==> src/rtl/axi_reset_sequencer.sv <==
// Core-reset sequencer for the snitch cluster: gates and drains the wide AXI port
// before asserting core reset, and releases it after a fixed delay on request.
module axi_reset_sequencer #(
    parameter int unsigned MaxOutstanding = 16,
    parameter int unsigned AssertCycles   = 2,
    parameter int unsigned DeassertCycles = 2,
    parameter int unsigned DrainTimeout   = 1024
) (
    input  logic clk_i,
    input  logic rst_ni,
    input  logic assert_req_i,
    input  logic deassert_req_i,
    input  logic aw_fire_i,
    input  logic ar_fire_i,
    input  logic b_fire_i,
    input  logic r_last_fire_i,
    output logic core_rst_no,
    output logic gate_o,
    output logic assert_ack_o,
    output logic deassert_ack_o,
    output logic timeout_o,
    output logic count_err_o,
    output logic busy_o
);

    localparam int unsigned CntW   = $clog2(MaxOutstanding + 1);
    localparam int unsigned DrnW   = (DrainTimeout > 1) ? $clog2(DrainTimeout) : 1;
    localparam int unsigned DlyMax = (AssertCycles > DeassertCycles) ? AssertCycles : DeassertCycles;
    localparam int unsigned DlyW   = (DlyMax > 1) ? $clog2(DlyMax + 1) : 1;

    localparam logic [CntW-1:0] CntMax     = CntW'(MaxOutstanding);
    localparam logic [DrnW-1:0] DrainLast  = DrnW'(DrainTimeout - 1);
    localparam logic [DlyW-1:0] AssertLast = DlyW'(AssertCycles - 1);
    // The HELD cycle that accepts the request counts as the first deassert cycle.
    localparam logic [DlyW-1:0] DeassertLast = DlyW'((DeassertCycles > 1) ? DeassertCycles - 2 : 0);

    typedef enum logic [2:0] {
        ST_RUN, ST_DRAIN, ST_ASSERT, ST_HELD, ST_DEASSERT
    } state_e;

    state_e          state_q, state_d;
    logic [CntW-1:0] wr_cnt_q, wr_cnt_d, rd_cnt_q, rd_cnt_d;
    logic [DrnW-1:0] drn_cnt_q, drn_cnt_d;
    logic [DlyW-1:0] dly_cnt_q, dly_cnt_d;
    logic            pend_q, pend_d;
    logic            core_rst_q, core_rst_d;
    logic            gate_q, gate_d;
    logic            aack_q, aack_d;
    logic            dack_q, dack_d;
    logic            tmo_q, tmo_d;
    logic            err_q, err_d;
    logic            busy_q, busy_d;

    always_ff @(posedge clk_i or negedge rst_ni) begin
        if (!rst_ni) begin
            state_q    <= ST_HELD;
            wr_cnt_q   <= '0;
            rd_cnt_q   <= '0;
            drn_cnt_q  <= '0;
            dly_cnt_q  <= '0;
            pend_q     <= 1'b0;
            core_rst_q <= 1'b0;
            gate_q     <= 1'b1;
            aack_q     <= 1'b0;
            dack_q     <= 1'b0;
            tmo_q      <= 1'b0;
            err_q      <= 1'b0;
            busy_q     <= 1'b0;
        end else begin
            state_q    <= state_d;
            wr_cnt_q   <= wr_cnt_d;
            rd_cnt_q   <= rd_cnt_d;
            drn_cnt_q  <= drn_cnt_d;
            dly_cnt_q  <= dly_cnt_d;
            pend_q     <= pend_d;
            core_rst_q <= core_rst_d;
            gate_q     <= gate_d;
            aack_q     <= aack_d;
            dack_q     <= dack_d;
            tmo_q      <= tmo_d;
            err_q      <= err_d;
            busy_q     <= busy_d;
        end
    end

    always_comb begin
        state_d   = state_q;
        wr_cnt_d  = wr_cnt_q;
        rd_cnt_d  = rd_cnt_q;
        drn_cnt_d = '0;
        dly_cnt_d = '0;
        pend_d    = pend_q;
        aack_d    = 1'b0;
        dack_d    = 1'b0;
        tmo_d     = tmo_q;
        err_d     = err_q;

        // Outstanding tracking only while the port can still carry traffic.
        if (state_q == ST_RUN || state_q == ST_DRAIN) begin
            if (aw_fire_i && !b_fire_i) begin
                if (wr_cnt_q == CntMax) err_d = 1'b1;
                else                    wr_cnt_d = wr_cnt_q + 1'b1;
            end else if (b_fire_i && !aw_fire_i) begin
                if (wr_cnt_q == '0) err_d = 1'b1;
                else                wr_cnt_d = wr_cnt_q - 1'b1;
            end
            if (ar_fire_i && !r_last_fire_i) begin
                if (rd_cnt_q == CntMax) err_d = 1'b1;
                else                    rd_cnt_d = rd_cnt_q + 1'b1;
            end else if (r_last_fire_i && !ar_fire_i) begin
                if (rd_cnt_q == '0) err_d = 1'b1;
                else                rd_cnt_d = rd_cnt_q - 1'b1;
            end
        end

        case (state_q)
            ST_RUN: begin
                if (assert_req_i) begin
                    state_d = ST_DRAIN;
                    pend_d  = deassert_req_i;
                end else if (deassert_req_i) begin
                    dack_d = 1'b1;
                end
            end
            ST_DRAIN: begin
                drn_cnt_d = drn_cnt_q + 1'b1;
                if (deassert_req_i) pend_d = 1'b1;
                if (wr_cnt_q == '0 && rd_cnt_q == '0) begin
                    state_d = ST_ASSERT;
                end else if (drn_cnt_q == DrainLast) begin
                    state_d = ST_ASSERT;
                    tmo_d   = 1'b1;
                end
            end
            ST_ASSERT: begin
                wr_cnt_d = '0;
                rd_cnt_d = '0;
                if (deassert_req_i) pend_d = 1'b1;
                if (dly_cnt_q == AssertLast) begin
                    state_d = ST_HELD;
                    aack_d  = 1'b1;
                end else begin
                    dly_cnt_d = dly_cnt_q + 1'b1;
                end
            end
            ST_HELD: begin
                if (deassert_req_i || pend_q) begin
                    state_d = ST_DEASSERT;
                    pend_d  = 1'b0;
                end else if (assert_req_i) begin
                    aack_d = 1'b1;
                end
            end
            ST_DEASSERT: begin
                if (dly_cnt_q == DeassertLast) begin
                    state_d = ST_RUN;
                    dack_d  = 1'b1;
                    tmo_d   = 1'b0;
                end else begin
                    dly_cnt_d = dly_cnt_q + 1'b1;
                end
            end
            default: state_d = ST_HELD;
        endcase

        // Level outputs follow the state being entered so they stay registered.
        core_rst_d = (state_d == ST_RUN) || (state_d == ST_DRAIN);
        gate_d     = (state_d != ST_RUN);
        busy_d     = (state_d == ST_DRAIN) || (state_d == ST_ASSERT) || (state_d == ST_DEASSERT);
    end

    assign core_rst_no    = core_rst_q;
    assign gate_o         = gate_q;
    assign assert_ack_o   = aack_q;
    assign deassert_ack_o = dack_q;
    assign timeout_o      = tmo_q;
    assign count_err_o    = err_q;
    assign busy_o         = busy_q;

endmodule

==> config.mk <==
export PLATFORM = sky130hd
export DESIGN_NAME = axi_reset_sequencer
export DESIGN_NICKNAME = d
export VERILOG_FILES = /design/src/rtl/axi_reset_sequencer.sv
export SDC_FILE = /design/constraint.sdc
export NUM_CORES = 1
export LEC_CHECK = 0
export BUFFER_PORTS_ARGS = -buffer_cell sky130_fd_sc_hd__buf_2
export CAP_MARGIN = 20
export CORE_UTILIZATION = 60
export DETAILED_ROUTE_END_ITERATION = 8
export PLACE_DENSITY = 0.86
export SYNTH_ARGS = -nofsm -noshare
export SYNTH_HDL_FRONTEND = slang
export SYNTH_SLANG_ARGS = --single-unit
==> constraint.sdc <==
create_clock -name clk_i -period 4 [get_ports clk_i]
set_clock_uncertainty 0.2 [all_clocks]
set_input_delay 0.2 -clock clk_i [delete_from_list [all_inputs] [get_ports clk_i]]
set_output_delay 0.2 -clock clk_i [all_outputs]
set_load 0.02 [all_outputs]
# Yosys cells after proc, flatten, opt, wreduce, memory -nomap -nowiden
# Index checks and enable logic that the tools add are counted.
totals:
  ff_bits: 33
  latchBits: 0
  ramBits: 0
  mem_bits_ro: 0
  out_inout_bits: 7
  elab_cells: 117
  n_memories: 0
classes:
  n_addsub: 6
  mul: 0
  n_div: 0
  order_cmp: 0
  n_eq_ne: 21
  shift: 0
  n_mux: 47
  bitwise_logic: 0
  reduce_logical: 30
op_table:
  columns: ["operator", "count"]
  rows:
  - ["2-to-1 mux 5 bit", 12]
  - ["2-to-1 mux 1 bit", 20]
  - ["2-to-1 mux 3 bit", 6]
  - ["AND reduction 4 bit", 4]
  - ["case mux 3 bit (5 select lines)", 1]
  - ["!= test 3 x 2 -> 1 bit (second input constant)", 4]
  - ["nonzero test 3 bit", 4]
  - ["adder 10 x 1 -> 10 bit (second input constant)", 1]
  - ["adder 5 x 1 -> 5 bit (second input constant)", 2]
  - ["equality test 10 bit (second input constant)", 1]
  - ["equality test 5 bit (second input constant)", 2]
  - ["zero test 5 bit", 2]
  - ["2-to-1 mux 10 bit", 1]
  - ["subtractor 5 x 1 -> 5 bit (second input constant)", 2]
  - ["equality test 3 x 2 -> 1 bit (second input constant)", 3]
  - ["!= test 2 bit (second input constant)", 4]
  - ["equality test 3 x 1 -> 1 bit (second input constant)", 2]
  - ["equality test 3 bit (second input constant)", 2]
  - ["zero test 3 bit", 2]
  - ["case mux 1 bit (2 select lines)", 3]
  - ["logical AND 1 bit", 5]
  - ["logical OR 1 bit", 5]
  - ["zero test 1 bit", 4]
  - ["2-to-1 mux 2 bit", 2]
  - ["8 further kinds", 10]

# Logic depth before layout (Yosys ltp)
# Gate-level depths: netlist of run 1.
logic_depth:
  word_depth: 7
  ltp_mapped: 9
  mapped_depth_nobuf: 9

# Worst setup path after synthesis of run 1
# OpenSTA, ideal clock, no wires.
synth_path:
  path_kind: "flip-flop to flip-flop"
  start: "register rd_cnt_q[0]"
  end: "register rd_cnt_q[4]"
  setup_time_ns: 0.078
  t_arrival_ns: 1.622
  path_slack_ns: 2.101
  path_stages_with_launch: 8
  synth_period_minus_slack_ns: 1.899
  path_cell_list: "dfrtp_1 -> inv_1 -> fa_1 -> nand2b_1 -> a21oi_1 -> xnor2_1 -> or3_1 -> a21oi_1"
synth_between:
  elab_chain_cells: 6
synth_rtl:
  columns: ["item", "line_no", "rtl"]
  rows:
  - ["start, declared", "42", "logic [CntW-1:0] wr_cnt_q, wr_cnt_d, rd_cnt_q, rd_cnt_d;"]
  - ["start signal, assigned", "72", "rd_cnt_q <= rd_cnt_d;"]
  - ["subtractor 5 x 1 -> 5 bit", "112", "else rd_cnt_d = rd_cnt_q - 1'b1;"]
  - ["2-to-1 mux 5 bit", "111", "if (rd_cnt_q == '0) err_d = 1'b1;"]
  - ["2-to-1 mux 5 bit", "110", "end else if (r_last_fire_i && !ar_fire_i) begin"]
  - ["2-to-1 mux 5 bit", "107", "if (ar_fire_i && !r_last_fire_i) begin"]
  - ["2-to-1 mux 5 bit", "99", "if (state_q == ST_RUN || state_q == ST_DRAIN) begin"]
  - ["2-to-1 mux 5 bit", "116", "case (state_q)"]
# Several ways; a longest one is shown, not always the timed one. The select of a mux whose other input is x is not followed.
# A chain may end at the register's enable or synchronous reset.

# Worst setup path in the final report of run 1
layout_path:
  start: "register wr_cnt_q[0]"
  end: "register wr_cnt_q[4]"
layout_between:
  elab_chain_cells: 6
layout_rtl:
  columns: ["item", "line_no", "rtl"]
  rows:
  - ["start, declared", "42", null]
  - ["start signal, assigned", "71", "wr_cnt_q <= wr_cnt_d;"]
  - ["subtractor 5 x 1 -> 5 bit", "105", "else wr_cnt_d = wr_cnt_q - 1'b1;"]
  - ["2-to-1 mux 5 bit", "104", "if (wr_cnt_q == '0) err_d = 1'b1;"]
  - ["2-to-1 mux 5 bit", "103", "end else if (b_fire_i && !aw_fire_i) begin"]
  - ["2-to-1 mux 5 bit", "100", "if (aw_fire_i && !b_fire_i) begin"]
  - ["2-to-1 mux 5 bit", "99", null]
  - ["2-to-1 mux 5 bit", "116", null]
# Several ways; a longest one is shown, not always the timed one. The select of a mux whose other input is x is not followed.

==> results.toml, run 1 <==
[route]
wl_um = 3350
dr.max_layer_used = "met4"
final_antenna_net_count = 0
drtPass1Iterations = 4
vias = 1456
drt-initial-drc-count = 56
drt-vias-per-instance = 5.31
wl_met3_um = 69
routedWlPerCell_um = 12.2
post-route-drc-count = 0
wirelength_met1_um = 1620
met2_length_um = 1590

[logic_synthesis]
synth-seq-area-share_pct = 43.4
synth.top_cell.area_share_pct = 39.3
ys.flop_type = "dfrtp_1"
yosys_warnings = 0
ys_types = 32
syn-num-nets = 234
ys_ff_latch = 33
async_flop_share_pct = 100
syn-cell-area_sq_um = 1910
synth_top_area_cell = "dfrtp_1"
avgSynthCellArea_sq_um = 9.10
synthTopCellsByCount = "nor2_1, dfrtp_1, nand2_1"
synthCells = 210
synth-edff-count = 0
yosysMostFrequentCell = "nor2_1"
synthTopCellsByArea = "dfrtp_1, ha_1, nor2_1"

[setup_path]
crit_family = "simple AND/OR/NAND/NOR gates"
max_stage_delay_ns = 0.46
end_kind = "register"
worstSetupStartpointType = "register"
crit_start = "wr_cnt_q[0]$_DFFE_PN0P_"
arrival_ns = 2.11
cp.required_ns = 4.06
rrSetupSlack_ns = 1.95
r2r-end = "wr_cnt_q[4]$_DFFE_PN0P_"
worstPathCellList = "inv_1, fa_1, nand2b_1, a21oi_1, xnor2_1, or3_1, a21oi_1"
cp_num_buf_inv = 1
r2r_cells = 7
cp_max_fo = 3
cp_num_cells = 7
crit_top_cell = "a21oi_1"
path_class = "register to register"
r2r_start = "wr_cnt_q[0]$_DFFE_PN0P_"
crit_path_end = "wr_cnt_q[4]$_DFFE_PN0P_"
slowest_stage = "fa_1"

[global_route]
antenna_found_initial = 0
grt_pass1_wl_um = 5760
grt_pass1_vias = 1378
grt_max_degree = 34
track_usage_pct = 22.8
grt_overflow = 0

[floorplan]
initial_core_util_pct = 63.1
dieArea_sq_um = 3420
die_y_um = 58.5
die_width_um = 58.5
ios = 15
core-area_sq_um = 3030
rows = 20

[sta]
finalCritPeriodShare_pct = 51.3
setup_tns_ns = 0
rsz0062_at_grt = "no"
drv_slew = 0
max_clock_freq_mhz = 488
tightest_slew_ns = 0.718
maxSlewHeadroom_pct = 52.1
hold_viol = 0
setup_viol = 0
period_needed_ns = 2.05

[status]
outcome = "complete, no violations"

[clocking]
clock_latency_ns = 0.33
htree_levels = 2
clock_sinks = 33
cts_tree = "done"
cts_buffer_depth = 2
cts_made_buffers = 5
cts.repair.resized = 0
cts_root_buf = "clkbuf_4"
path_clk_slew_ns = 0.09

[cells_and_area]
drive_gt1_share_pct = 10.4
fillCellCount = 239
regArea_sq_um = 830
multiInputGateArea_sq_um = 996
syn_to_final_growth_pct = 9.42
layout.nets = 253
antenna-diode-count = 0
final_cells = 274

[power]
ir_drop_mv = 0.408
leakagePower_uw = 0.000980
p_per_area_nw_per_um2 = 650

[hold_path]
holdCritStartpoint = "r_last_fire_i"
min_path_type = "primary input to register"

[placement]
numPortBuffers = 14
detailed_place_hpwl_um = 2400
gp_congestion = 0.848
dp.cells = 263

[job]
drv_cap = 0
logic make-up (layout without fill, tap and decap cells):
| group | count (synthesis) | count (layout) | synth area share [%] |
|---|---|---|---|
| compound gates | 41 | 41 | 12.8 |
| xor+xnor | 17 | 17 | 7.79 |
| flops | 33 | 33 | 43.4 |
| buf+inv | 19 | 39 | 4.52 |
| simple gates | 84 | 84 | 20.2 |
| fa+ha+maj | 16 | 16 | 11.3 |
per-layer routing:
metal	track usage [%]	vias up
li1	-	748
met1	27.6	686
met2	37.9	14
met3	6.59	8
met4	9.86	0
met5	0	-
power by group:
group	total, uW	switching (uW)	internal (uW)	leakage [uW]
Sequential	557	115	442	0.000425
Combinational	611	352	260	0.000522
Clock	192	105	86.7	0.0000326
Total	1360	572	788	0.000980
final cells by class:
type | count | area share (%)
Multi-Input combinational cell | 158 | 47.6
Sequential cell | 33 | 39.7
Timing Repair Buffer | 17 | 4.78
Clock buffer | 8 | 2.81
Tap cell | 44 | 2.63
Inverter | 14 | 2.51
state kept, by name, summed over array words and instances (netlist names):
name and flops:
drn_cnt_q 10, rd_cnt_q 5, wr_cnt_q 5, state_q 3, dly_cnt_q 2, assert_ack_o 1, busy_o 1, core_rst_no 1
count_err_o 1, deassert_ack_o 1, gate_o 1, pend_q 1, timeout_o 1
worst reg2reg max path, stage by stage, from the launching register on:
cell	delay, ns
dfrtp_1	0.38
inv_1	0.10
fa_1	0.46
nand2b_1	0.16
a21oi_1	0.14
xnor2_1	0.10
or3_1	0.32
a21oi_1	0.13
how the worst min path moves through the flow:
stage                         endpoint  cells past startpoint
2_1_floorplan   assert_ack_o$_DFF_PN0_                      0
5_1_grt        count_err_o$_DFFE_PN0P_                      6
3_3_place_gp   wr_cnt_q[3]$_DFFE_PN0P_                      1
3_5_place_dp   wr_cnt_q[3]$_DFFE_PN0P_                      1
4_1_cts        count_err_o$_DFFE_PN0P_                      6
6_report       count_err_o$_DFFE_PN0P_                      6
stage by stage:
step	instance area (sq um)	utilization, %	hold slack (ns)	setup slack, ns	total power, uW
after floorplan	1910	-	-0.296	2.10	1040
after global placement	2000	66.2	0.104	1.88	1150
after detailed placement	2000	66.2	0.0975	1.87	1170
after CTS	2090	69.1	0.234	1.95	1370
after global routing	2090	69.1	0.291	1.86	1480
final	2090	69.1	0.240	1.95	1360
what timing repair did:
action,in CTS,in global routing
hold buffers,3,0
buffers inserted,0,0
hold endpoints to repair,36,0
cells in the final DEF, fill, tap and decap left out, types with 11 or more instances in the layout:
cell and instances:
xnor2_1 11, nor2_1 37, o21ai_0 11, buf_2 14, inv_1 14, ha_1 14, a21oi_1 17, dfrtp_1 30
nand2_1 18
No activity file was read; power rests on OpenSTA's default activity.
==> run 2: changes to the inputs <==
--- a/config.mk
+++ b/config.mk
@@ -7,9 +7,9 @@
 export LEC_CHECK = 0
 export BUFFER_PORTS_ARGS = -buffer_cell sky130_fd_sc_hd__buf_2
 export CAP_MARGIN = 20
-export CORE_UTILIZATION = 60
+export CORE_UTILIZATION = 59
 export DETAILED_ROUTE_END_ITERATION = 8
-export PLACE_DENSITY = 0.86
+export PLACE_DENSITY = 0.85
 export SYNTH_ARGS = -nofsm -noshare
 export SYNTH_HDL_FRONTEND = slang
 export SYNTH_SLANG_ARGS = --single-unit
==> constraint.sdc (replaced) <==
create_clock -name clk_i -period 2 [get_ports clk_i]
set_clock_uncertainty 0.2 [all_clocks]
set_input_delay 0.1 -clock clk_i [delete_from_list [all_inputs] [get_ports clk_i]]
set_output_delay 0.1 -clock clk_i [all_outputs]
set_load 0.02 [all_outputs]
==> run 2 against run 1 <==
Compared with the run above: worst hold slack worse by 0.14 ns; cell count rose by 5.5%; utilization increased by 5.3 points; global-route usage increased by 0.85 points; critical endpoint unchanged; largest power group unchanged.
==> results.toml, run 2 (synthesis results as in run 1) <==
[sta]
hold_viol = 0
finalWorstSetupSlack_ns = 0.0504
setup_viol = 0
period_needed_ns = 1.95
tightest_slew_ns = 0.706
max_clock_freq_mhz = 513
finalCritPeriodShare_pct = 97.5
drv_slew = 0
rsz0062_at_grt = "yes"
maxSlewHeadroom_pct = 53.0

[route]
post-route-drc-count = 0
vias = 1571
drt-initial-drc-count = 77
drt-vias-per-instance = 5.44
routedWlPerCell_um = 12.7
wl_um = 3680
final_antenna_net_count = 0
drtPass1Iterations = 4

[placement]
dp.cells = 275
pre_cts_ws_ns = 0.00650
detailed_place_hpwl_um = 2490
gp_congestion = 0.902
numPortBuffers = 14

[job]
drv_cap = 0

[setup_path]
crit_top_cell = "a21oi_2"
slowest_stage = "fa_2"
max_stage_delay_ns = 0.40
cp_num_buf_inv = 1
crit_start = "wr_cnt_q[0]$_DFFE_PN0P_"
cp_max_fo = 2
end_kind = "register"
cp_num_cells = 7
worstSetupStartpointType = "register"
cp.required_ns = 2.08
path_class = "register to register"
arrival_ns = 2.03
crit_family = "simple AND/OR/NAND/NOR gates"
r2r_start = "wr_cnt_q[0]$_DFFE_PN0P_"
worstPathCellList = "inv_2, fa_2, nand2b_4, a21oi_2, xnor2_1, or3_1, a21oi_2"
r2r_cells = 7

[floorplan]
dieArea_sq_um = 3470
core-area_sq_um = 3050
initial_core_util_pct = 62.6
ios = 15
die_width_um = 58.9
rows = 20
die_y_um = 58.9

[power]
p_comb_share_pct = 50.6
leakagePower_uw = 0.00108
ir_drop_mv = 0.890
sequentialPowerShare_pct = 35.2
clkPwrFrac_pct = 14.2
switching_share_pct = 41.4
internal-power_uw = 1800
p_per_area_nw_per_um2 = 1360
p_switching_uw = 1270

[clocking]
htree_levels = 2
path_clk_slew_ns = 0.11
cts_root_buf = "clkbuf_4"
clock_latency_ns = 0.34
clock_sinks = 33
cts_tree = "done"
cts_made_buffers = 5
cts_buffer_depth = 2

[cells_and_area]
fillCellCount = 237
layout.nets = 268
reg.largest.list = "drn_cnt_q x10, rd_cnt_q x5, wr_cnt_q x5"
largest_register_ffs = 10
layout_common_cells = "nor2_1, dfrtp_1, nand2_1"
drive_gt1_share_pct = 21.2
antenna-diode-count = 0
regMostFlops = "drn_cnt_q"
final_cells = 289
syn_to_final_growth_pct = 18.7
final_common_cell = "nor2_1"

[global_route]
grt_pass1_vias = 1458
grt_max_degree = 34
grt_overflow = 0
track_usage_pct = 23.6
antenna_found_initial = 0
grt_pass1_wl_um = 6140

[status]
outcome = "complete, no violations"

[hold_path]
holdCritStartpoint = "b_fire_i"
hold_depth = 5
min_path_type = "primary input to register"
[run 2: cell types whose count changed in the layout (fill, tap and decap cells not counted), sizes merged]
cell	previous run	this run
dlygate4sd3	3	4
buf	14	28
clkbuf	8	7
clkinv	0	1
[run 2: worst register-to-register path, cell delays in order, from the launching register on]
cell	delay [ns]
dfrtp_1	0.37
inv_2	0.06
fa_2	0.40
nand2b_4	0.15
a21oi_2	0.15
xnor2_1	0.09
or3_1	0.33
a21oi_2	0.14
[run 2: metrics by stage]
step | area, sq um | TNS, ns | total power, uW | utilization, % | hold slack [ns]
global route | 2270 | -0.0359 | 3320 | 74.3 | 0.129
finish | 2270 | 0 | 3080 | 74.3 | 0.0970
floorplan | 1910 | 0 | 2080 | - | -0.396
detailed placement | 2090 | 0 | 2490 | 68.6 | -0.0118
CTS | 2220 | 0 | 2960 | 72.6 | 0.0819
global placement | 2090 | 0 | 2450 | 68.6 | -0.000784
[run 2: per-layer routing]
metal  track usage, %  wire, um  vias to the layer above
met1             32.1      1740                      751
met2             37.2      1760                       34
met4             8.84        71                        0
met3             5.05       112                       12
met5                0         0                        -
li1                 -         -                      774
[run 2: final timing paths]
kind | endpoint | slack (ns)
worst max register to register | wr_cnt_q[4]$_DFFE_PN0P_ | 0.05
worst max-delay path | wr_cnt_q[4]$_DFFE_PN0P_ | 0.05
max in group asynchronous | pend_q$_DFFE_PN0P_ | 1.02
min in group asynchronous | wr_cnt_q[0]$_DFFE_PN0P_ | 0.12
worst min-delay path | wr_cnt_q[4]$_DFFE_PN0P_ | 0.1
worst min register to register | drn_cnt_q[0]$_DFF_PN0_ | 0.26
[run 2: what timing repair did]
| action | in CTS | in global routing |
|---|---|---|
| endpoints found under the setup margin | 2 | 4 |
| endpoints found under the hold margin | 36 | 0 |
| hold buffers | 4 | 0 |
| resized for setup | 2 | 10 |
| pin swaps | 0 | 4 |
| setup buffers | 1 | 1 |
[run 2: power by group through the flow]
stage	clock [uW]	combinational, uW	sequential, uW
3_3_place_gp	0	1370	1080
5_1_grt	465	1750	1110
4_1_cts	444	1450	1070
2_1_floorplan	0	1010	1070
3_5_place_dp	0	1400	1080
6_report	436	1560	1080
[run 2: layout make-up]
class                   instances  area [sq um]  area share [%]
clock buffers                   7          65.1            2.87
clock inverters                 1          5.00           0.221
inverters                      14          52.6            2.32
multi-input cells             158          1050            46.1
flip-flops and latches         33           830            36.5
well taps                      44          55.1            2.43
repair buffers                 32           215            9.48
